**config.mk**
```make
export PLATFORM = sky130hd
export DESIGN_NAME = std_lane_rx_buffer
export DESIGN_NICKNAME = d
export VERILOG_FILES = /design/src/rtl/pe_array_pkg.sv /design/src/rtl/std_lane_rx_fifo.sv /design/src/rtl/std_lane_rx_buffer.sv
export SDC_FILE = /design/constraint.sdc
export NUM_CORES = 1
export LEC_CHECK = 0
export CORE_UTILIZATION = 54
export DETAILED_ROUTE_END_ITERATION = 10
export HOLD_SLACK_MARGIN = 0.03
export PLACE_DENSITY = 0.74
export SLEW_MARGIN = 20
export SYNTH_ARGS = -nofsm -noshare
export SYNTH_HDL_FRONTEND = slang
export SYNTH_HIERARCHICAL = 1
export SYNTH_SLANG_ARGS = --single-unit
```
**constraint.sdc**
```tcl
create_clock -name clk -period 3.6 [get_ports clk]
set_clock_uncertainty 0.15 [all_clocks]
set_input_delay 0.54 -clock clk [delete_from_list [all_inputs] [get_ports clk]]
set_output_delay 0.54 -clock clk [all_outputs]
set_load 0.02 [all_outputs]
```
**src/rtl/pe_array_pkg.sv**
```systemverilog
// Shared lane framing codes and receive-FSM state type for the PE array.
package pe_array_pkg;

    // Lane framing codes carried on the 2-bit cntl field
    localparam logic [1:0] STD_CNTL_MOD     = 2'b00;
    localparam logic [1:0] STD_CNTL_SOD     = 2'b01;
    localparam logic [1:0] STD_CNTL_EOD     = 2'b10;
    localparam logic [1:0] STD_CNTL_SOD_EOD = 2'b11;

    typedef enum logic [1:0] {
        CntlMod    = STD_CNTL_MOD,
        CntlSod    = STD_CNTL_SOD,
        CntlEod    = STD_CNTL_EOD,
        CntlSodEod = STD_CNTL_SOD_EOD
    } std_cntl_e;

    typedef enum logic [0:0] {
        StIdle  = 1'b0,
        StInPkt = 1'b1
    } rx_state_e;

endpackage

```
**src/rtl/std_lane_rx_fifo.sv**
```systemverilog
// Generic show-ahead synchronous FIFO. Head entry is always presented on
// head_data; the caller guarantees no push when full without a pop and no
// pop when empty.
module std_lane_rx_fifo #(
    parameter int unsigned WIDTH = 34,
    parameter int unsigned DEPTH = 8
) (
    input  logic                       clk,
    input  logic                       reset_poweron,
    input  logic                       push,
    input  logic [WIDTH-1:0]           push_data,
    input  logic                       pop,
    output logic [WIDTH-1:0]           head_data,
    output logic                       empty,
    output logic                       full,
    output logic [$clog2(DEPTH):0]     occupancy
);

    localparam int unsigned AW = $clog2(DEPTH);
    localparam logic [AW:0] PtrOne = (AW+1)'(1);

    logic [WIDTH-1:0] mem_q [DEPTH];
    logic [AW:0]      wr_ptr_q;
    logic [AW:0]      rd_ptr_q;

    // Storage and pointers; extra pointer MSB separates full from empty
    always_ff @(posedge clk or negedge reset_poweron) begin
        if (!reset_poweron) begin
            wr_ptr_q <= '0;
            rd_ptr_q <= '0;
            for (int i = 0; i < int'(DEPTH); i++) begin
                mem_q[i] <= '0;
            end
        end else begin
            if (push) begin
                mem_q[wr_ptr_q[AW-1:0]] <= push_data;
                wr_ptr_q                <= wr_ptr_q + PtrOne;
            end
            if (pop) begin
                rd_ptr_q <= rd_ptr_q + PtrOne;
            end
        end
    end

    // Status and show-ahead head
    always_comb begin
        head_data = mem_q[rd_ptr_q[AW-1:0]];
        empty     = (wr_ptr_q == rd_ptr_q);
        full      = (wr_ptr_q[AW] != rd_ptr_q[AW]) &&
                    (wr_ptr_q[AW-1:0] == rd_ptr_q[AW-1:0]);
        occupancy = wr_ptr_q - rd_ptr_q;
    end

endmodule

```
**src/rtl/std_lane_rx_buffer.sv**
```systemverilog
// Per-lane receive stage: checks SOD/MOD/EOD ordering and packet length on
// incoming lane words, buffers legal words in a show-ahead FIFO for stOp,
// drives registered backpressure upstream and keeps sticky error status.
module std_lane_rx_buffer
    import pe_array_pkg::*;
#(
    parameter int unsigned DATA_WIDTH   = 32,
    parameter int unsigned DEPTH        = 8,
    parameter int unsigned AFULL_THRESH = 6,
    parameter int unsigned MAX_PKT_LEN  = 256
) (
    input  logic                  clk,
    input  logic                  reset_poweron,
    input  logic                  std__pe__lane_strm_valid,
    input  logic [1:0]            std__pe__lane_strm_cntl,
    input  logic [DATA_WIDTH-1:0] std__pe__lane_strm_data,
    output logic                  pe__std__lane_strm_ready,
    output logic                  rx__stOp_strm_valid,
    output logic [1:0]            rx__stOp_strm_cntl,
    output logic [DATA_WIDTH-1:0] rx__stOp_strm_data,
    input  logic                  stOp__rx_strm_ready,
    output logic [15:0]           rx__pkt_count,
    output logic                  rx__framing_err,
    output logic                  rx__overflow_err,
    input  logic                  err_clear
);

    localparam int unsigned AW   = $clog2(DEPTH);
    localparam int unsigned LenW = $clog2(MAX_PKT_LEN) + 1;
    localparam logic [LenW-1:0] LenOne   = LenW'(1);
    localparam logic [LenW-1:0] LenLast  = LenW'(MAX_PKT_LEN - 1);
    localparam logic [AW:0]     AfullThr = (AW+1)'(AFULL_THRESH);

    rx_state_e             state_q, state_d, nxt_state;
    logic [LenW-1:0]       len_q, len_d, nxt_len;
    logic [15:0]           pkt_count_q;
    logic                  ready_q;
    logic                  framing_err_q;
    logic                  overflow_err_q;

    logic                  fifo_empty;
    logic                  fifo_full;
    logic [AW:0]           occupancy;
    logic [AW:0]           occ_next;
    logic [DATA_WIDTH+1:0] head;

    logic                  legal;
    logic                  frame_evt;
    logic                  pkt_evt;
    logic [1:0]            wr_cntl;
    logic                  pop;
    logic                  room;
    logic                  push;
    logic                  framing_set;
    logic                  overflow_set;
    logic                  pkt_inc;

    std_lane_rx_fifo #(
        .WIDTH (DATA_WIDTH + 2),
        .DEPTH (DEPTH)
    ) u_fifo (
        .clk           (clk),
        .reset_poweron (reset_poweron),
        .push          (push),
        .push_data     ({wr_cntl, std__pe__lane_strm_data}),
        .pop           (pop),
        .head_data     (head),
        .empty         (fifo_empty),
        .full          (fifo_full),
        .occupancy     (occupancy)
    );

    // Framing FSM state register
    always_ff @(posedge clk or negedge reset_poweron) begin
        if (!reset_poweron) begin
            state_q <= StIdle;
            len_q   <= '0;
        end else begin
            state_q <= state_d;
            len_q   <= len_d;
        end
    end

    // Next-state decode of the presented word, assuming it gets written
    always_comb begin
        legal     = 1'b0;
        frame_evt = 1'b0;
        pkt_evt   = 1'b0;
        wr_cntl   = std__pe__lane_strm_cntl;
        nxt_state = state_q;
        nxt_len   = len_q;
        unique case (state_q)
            StIdle: begin
                case (std_cntl_e'(std__pe__lane_strm_cntl))
                    CntlSod: begin
                        legal     = 1'b1;
                        nxt_len   = LenOne;
                        nxt_state = StInPkt;
                    end
                    CntlSodEod: begin
                        legal   = 1'b1;
                        pkt_evt = 1'b1;
                        nxt_len = '0;
                    end
                    default: frame_evt = 1'b1;  // Mid/end word outside a packet: dropped
                endcase
            end
            StInPkt: begin
                legal = 1'b1;
                case (std_cntl_e'(std__pe__lane_strm_cntl))
                    CntlMod: begin
                        if (len_q == LenLast) begin
                            // No room left for EOD: close the packet on this word
                            frame_evt = 1'b1;
                            wr_cntl   = STD_CNTL_EOD;
                            pkt_evt   = 1'b1;
                            nxt_state = StIdle;
                            nxt_len   = '0;
                        end else begin
                            nxt_len = len_q + LenOne;
                        end
                    end
                    CntlEod: begin
                        pkt_evt   = 1'b1;
                        nxt_state = StIdle;
                        nxt_len   = '0;
                    end
                    CntlSod: begin
                        // Previous packet is abandoned; new one starts here
                        frame_evt = 1'b1;
                        nxt_len   = LenOne;
                    end
                    default: begin
                        frame_evt = 1'b1;
                        pkt_evt   = 1'b1;
                        nxt_state = StIdle;
                        nxt_len   = '0;
                    end
                endcase
            end
            default: ;
        endcase
    end

    // Accept/drop decisions and commit of the FSM step
    always_comb begin
        pop          = !fifo_empty && stOp__rx_strm_ready;
        room         = !fifo_full || pop;
        push         = std__pe__lane_strm_valid && legal && room;
        overflow_set = std__pe__lane_strm_valid && legal && !room;
        // Overflow-dropped words leave the FSM and framing status untouched
        framing_set  = std__pe__lane_strm_valid && frame_evt && (!legal || room);
        pkt_inc      = push && pkt_evt;
        state_d      = push ? nxt_state : state_q;
        len_d        = push ? nxt_len : len_q;
        occ_next     = occupancy + {{AW{1'b0}}, push} - {{AW{1'b0}}, pop};
    end

    // Registered upstream ready reflects occupancy after this edge
    always_ff @(posedge clk or negedge reset_poweron) begin
        if (!reset_poweron) begin
            ready_q <= 1'b0;
        end else begin
            ready_q <= (occ_next < AfullThr);
        end
    end

    // Completed-packet counter, wraps naturally
    always_ff @(posedge clk or negedge reset_poweron) begin
        if (!reset_poweron) begin
            pkt_count_q <= '0;
        end else if (pkt_inc) begin
            pkt_count_q <= pkt_count_q + 16'd1;
        end
    end

    // Sticky errors; a new error wins over a same-cycle clear
    always_ff @(posedge clk or negedge reset_poweron) begin
        if (!reset_poweron) begin
            framing_err_q  <= 1'b0;
            overflow_err_q <= 1'b0;
        end else begin
            if (framing_set) begin
                framing_err_q <= 1'b1;
            end else if (err_clear) begin
                framing_err_q <= 1'b0;
            end
            if (overflow_set) begin
                overflow_err_q <= 1'b1;
            end else if (err_clear) begin
                overflow_err_q <= 1'b0;
            end
        end
    end

    // Output mapping
    always_comb begin
        pe__std__lane_strm_ready = ready_q;
        rx__stOp_strm_valid      = !fifo_empty;
        rx__stOp_strm_cntl       = head[DATA_WIDTH+1:DATA_WIDTH];
        rx__stOp_strm_data       = head[DATA_WIDTH-1:0];
        rx__pkt_count            = pkt_count_q;
        rx__framing_err          = framing_err_q;
        rx__overflow_err         = overflow_err_q;
    end

endmodule
```
==> impl_metrics.yaml <==
clock_tree:
  cts_tree: "done"
  numCtsBuffers: 35
  cts.root.buffer_cell: "clkbuf_16"
  path_clk_slew_ns: 0.06
  cts.sinks: 309
  clk_latency_ns: 0.50
  cts_buffer_depth: 3
  post_cts_buffers: 0
  htreeDepth: 2
synth:
  yosysSeqAreaShare: 0.537
  postSynthAreaPerCell_sq_um: 14.7
  synth-edff-count: 0
  synth-async-reset-ratio: 1.00
  synth-main-ff-cell: "dfrtp_1"
  synth_nets: 1030
  ys_seq_elements: 309
  syn_area_sq_um: 14400
  synth_cell_types: 54
  yosysWarnings: 6
  syn-instance-count: 979
die:
  die_y_microns: 165
  rows: 59
  initial_core_util: 0.551
  ios: 93
  die_w_microns: 165
  dieArea_sq_um: 27300
  fp.coreArea_sq_um: 26100
pwr:
  powerDensity_nw_per_um2: 998
  p_leak_nw: 7.47
  peakVddDrop_mv: 0.596
worst_setup_path:
  cp_data_arrival_time_ns: 2.75
  cp-start-kind: "flip-flop"
  critPathMaxFanout: 71
  cp-end-kind: "primary output"
  critPathRequiredTime_ns: 2.91
  criticalPathCategory: "reg2out"
drt:
  wl_per_cell_microns: 20.6
  drc: 20
  routed_wl_microns: 29600
  vias: 8268
  postRouteAntennaNets: 0
  drtPass1Iterations: 8
  routed-wl-met3_microns: 1440
  top_layer_used: "met4"
  drt-vias-per-instance: 5.74
  drt_iter0_markers: 538
  wl_met2_microns: 14400
  wl_met1_microns: 13300
status:
  violations: "design-rule violations"
  status: "finished, violations left"
sta:
  slew_headroom: 0.484
  fmax_mhz: 291
  slew_viol_final: 0
  rsz0062_at_grt: "false"
  fin_crit_sh: 0.956
  hold_violations: 0
  fin_crit_ns: 3.44
  setup_viol: 0
  tns_ns: 0
  worst_pin_slew_ns: 0.773
cells_and_area:
  final_nets: 1135
  fin_cells: 1440
  nFillCells: 1921
  antenna_cells: 0
  drive_above_1_share: 0.403
  syn2layout_area_growth_pct: 17.6
global_route:
  antenna_found_initial: 0
  grt_max_degree: 96
  grt_pass1_wl_microns: 48700
  grt_pass1_vias: 8895
  track_usage: 0.232
  grt_overflow: 0
worst_hold_path:
  hold_class: "reg2reg"
flow_run:
  maxCapViolCount: 0
placement:
  hpwl_microns: 17600
  place.gp.congestion: 0.798
  io_buffer_count: 92
  dp.cells: 1381
-- power by group --
part           total [mW]  switching [mW]  internal (mW)
sequential           5.97           0.841           5.13
combinational        7.31            3.23           4.08
clock                3.63            1.36           2.27
total                16.9            5.43           11.5
-- routing by layer --
layer,global-route usage,vias to the layer above
met2,0.377,169
met3,0.0360,33
met4,0.0579,0
met1,0.329,4311
met5,0,-
li1,-,3755
-- critical path, cell delays in order, from the launching register on --
cell	delay (ns)
dfrtp_4	0.43
buf_16	0.45
mux4_2	0.58
nand2_1	0.08
nand2_1	0.12
clkdlybuf4s50_1	0.56
-- stage by stage --
step	util	cell area [sq um]	worst slack [ns]	power, mW	hold slack (ns)
floorplan	-	14400	0.0390	11.1	0.0944
global placement	0.602	15700	0.522	13.1	0.306
detailed placement	0.602	15700	0.412	13.4	0.312
CTS	0.648	16900	0.0767	17.1	0.320
global route	0.648	16900	0.0204	18.0	0.342
finish	0.648	16900	0.158	16.9	0.314
-- cell type report --
cell class	instances	area, sq um	share of cell area
flip-flops and latches	309	7740	0.457
multi-input cells	596	6280	0.371
repair buffers	125	1250	0.0736
clock buffers	50	1030	0.0610
well taps	335	419	0.0248
clock inverters	8	148	0.00872
inverters	17	63.8	0.00377
-- cell usage after synthesis (all sizes together), types with 9 or more instances --
cell type	instances	area share
buf	42	0.020
clkbuf	15	0.0039
mux4	68	0.11
inv	16	0.0042
a21oi	10	0.0037
nand3	11	0.0038
ha	10	0.0087
nand2	119	0.031
xor2	20	0.012
dfrtp	309	0.54
o21ai	10	0.0035
mux2	274	0.22
nor3	9	0.0042
-- kinds of logic after synthesis --
group | count (synthesis) | synth area share
buf+inv | 74 | 0.0280
xor+xnor | 26 | 0.0158
mux | 342 | 0.328
compound gates | 33 | 0.0156
fa+ha+maj | 12 | 0.0115
flops | 309 | 0.537
simple gates | 183 | 0.0637
-- state kept, by name (all words and copies together) (netlist names) --
register                  flops
len_q                         9
state_q                       1
u_fifo/wr_ptr_q               4
u_fifo/mem_q                272
rx__pkt_count                16
rx__framing_err               1
pe__std__lane_strm_ready      1
rx__overflow_err              1
u_fifo/rd_ptr_q               4
-- cell usage in the layout, fill, tap and decap left out, drive strengths merged, types with 5 or more instances in the layout --
cell type	n
nand4	6
a21oi	10
nor2b	5
inv	17
xor2	20
ha	10
o21ai	10
nand2	119
mux4	68
nor4	6
mux2	274
or3	5
clkbuf	50
clkdlybuf4s50	91
nor3	9
nand3	11
xnor2	6
buf	33
dfrtp	309
-- path summary, 6_finish.rpt --
check,start,end,slack (ns),cells past startpoint
worst max register to register,u_fifo/wr_ptr_q[0],pe__std__lane_strm_ready,0.40,13
worst min register to register,rx__pkt_count[15],rx__pkt_count[15],0.31,1
worst min-delay path,rx__pkt_count[15],rx__pkt_count[15],0.31,1
min in group asynchronous,reset_poweron,len_q[5],0.48,2
worst max-delay path,u_fifo/rd_ptr_q[0],rx__stOp_strm_cntl[1],0.16,5
max in group asynchronous,reset_poweron,u_fifo/mem_q[83],1.93,3
-- repair_timing --
action / in CTS / in global routing
gates resized for setup: 0 / 1
endpoints found under the hold margin: 88 / 0
hold buffers: 1 / 0
setup endpoints to repair: 0 / 4
(Power assumes the default switching activity.)
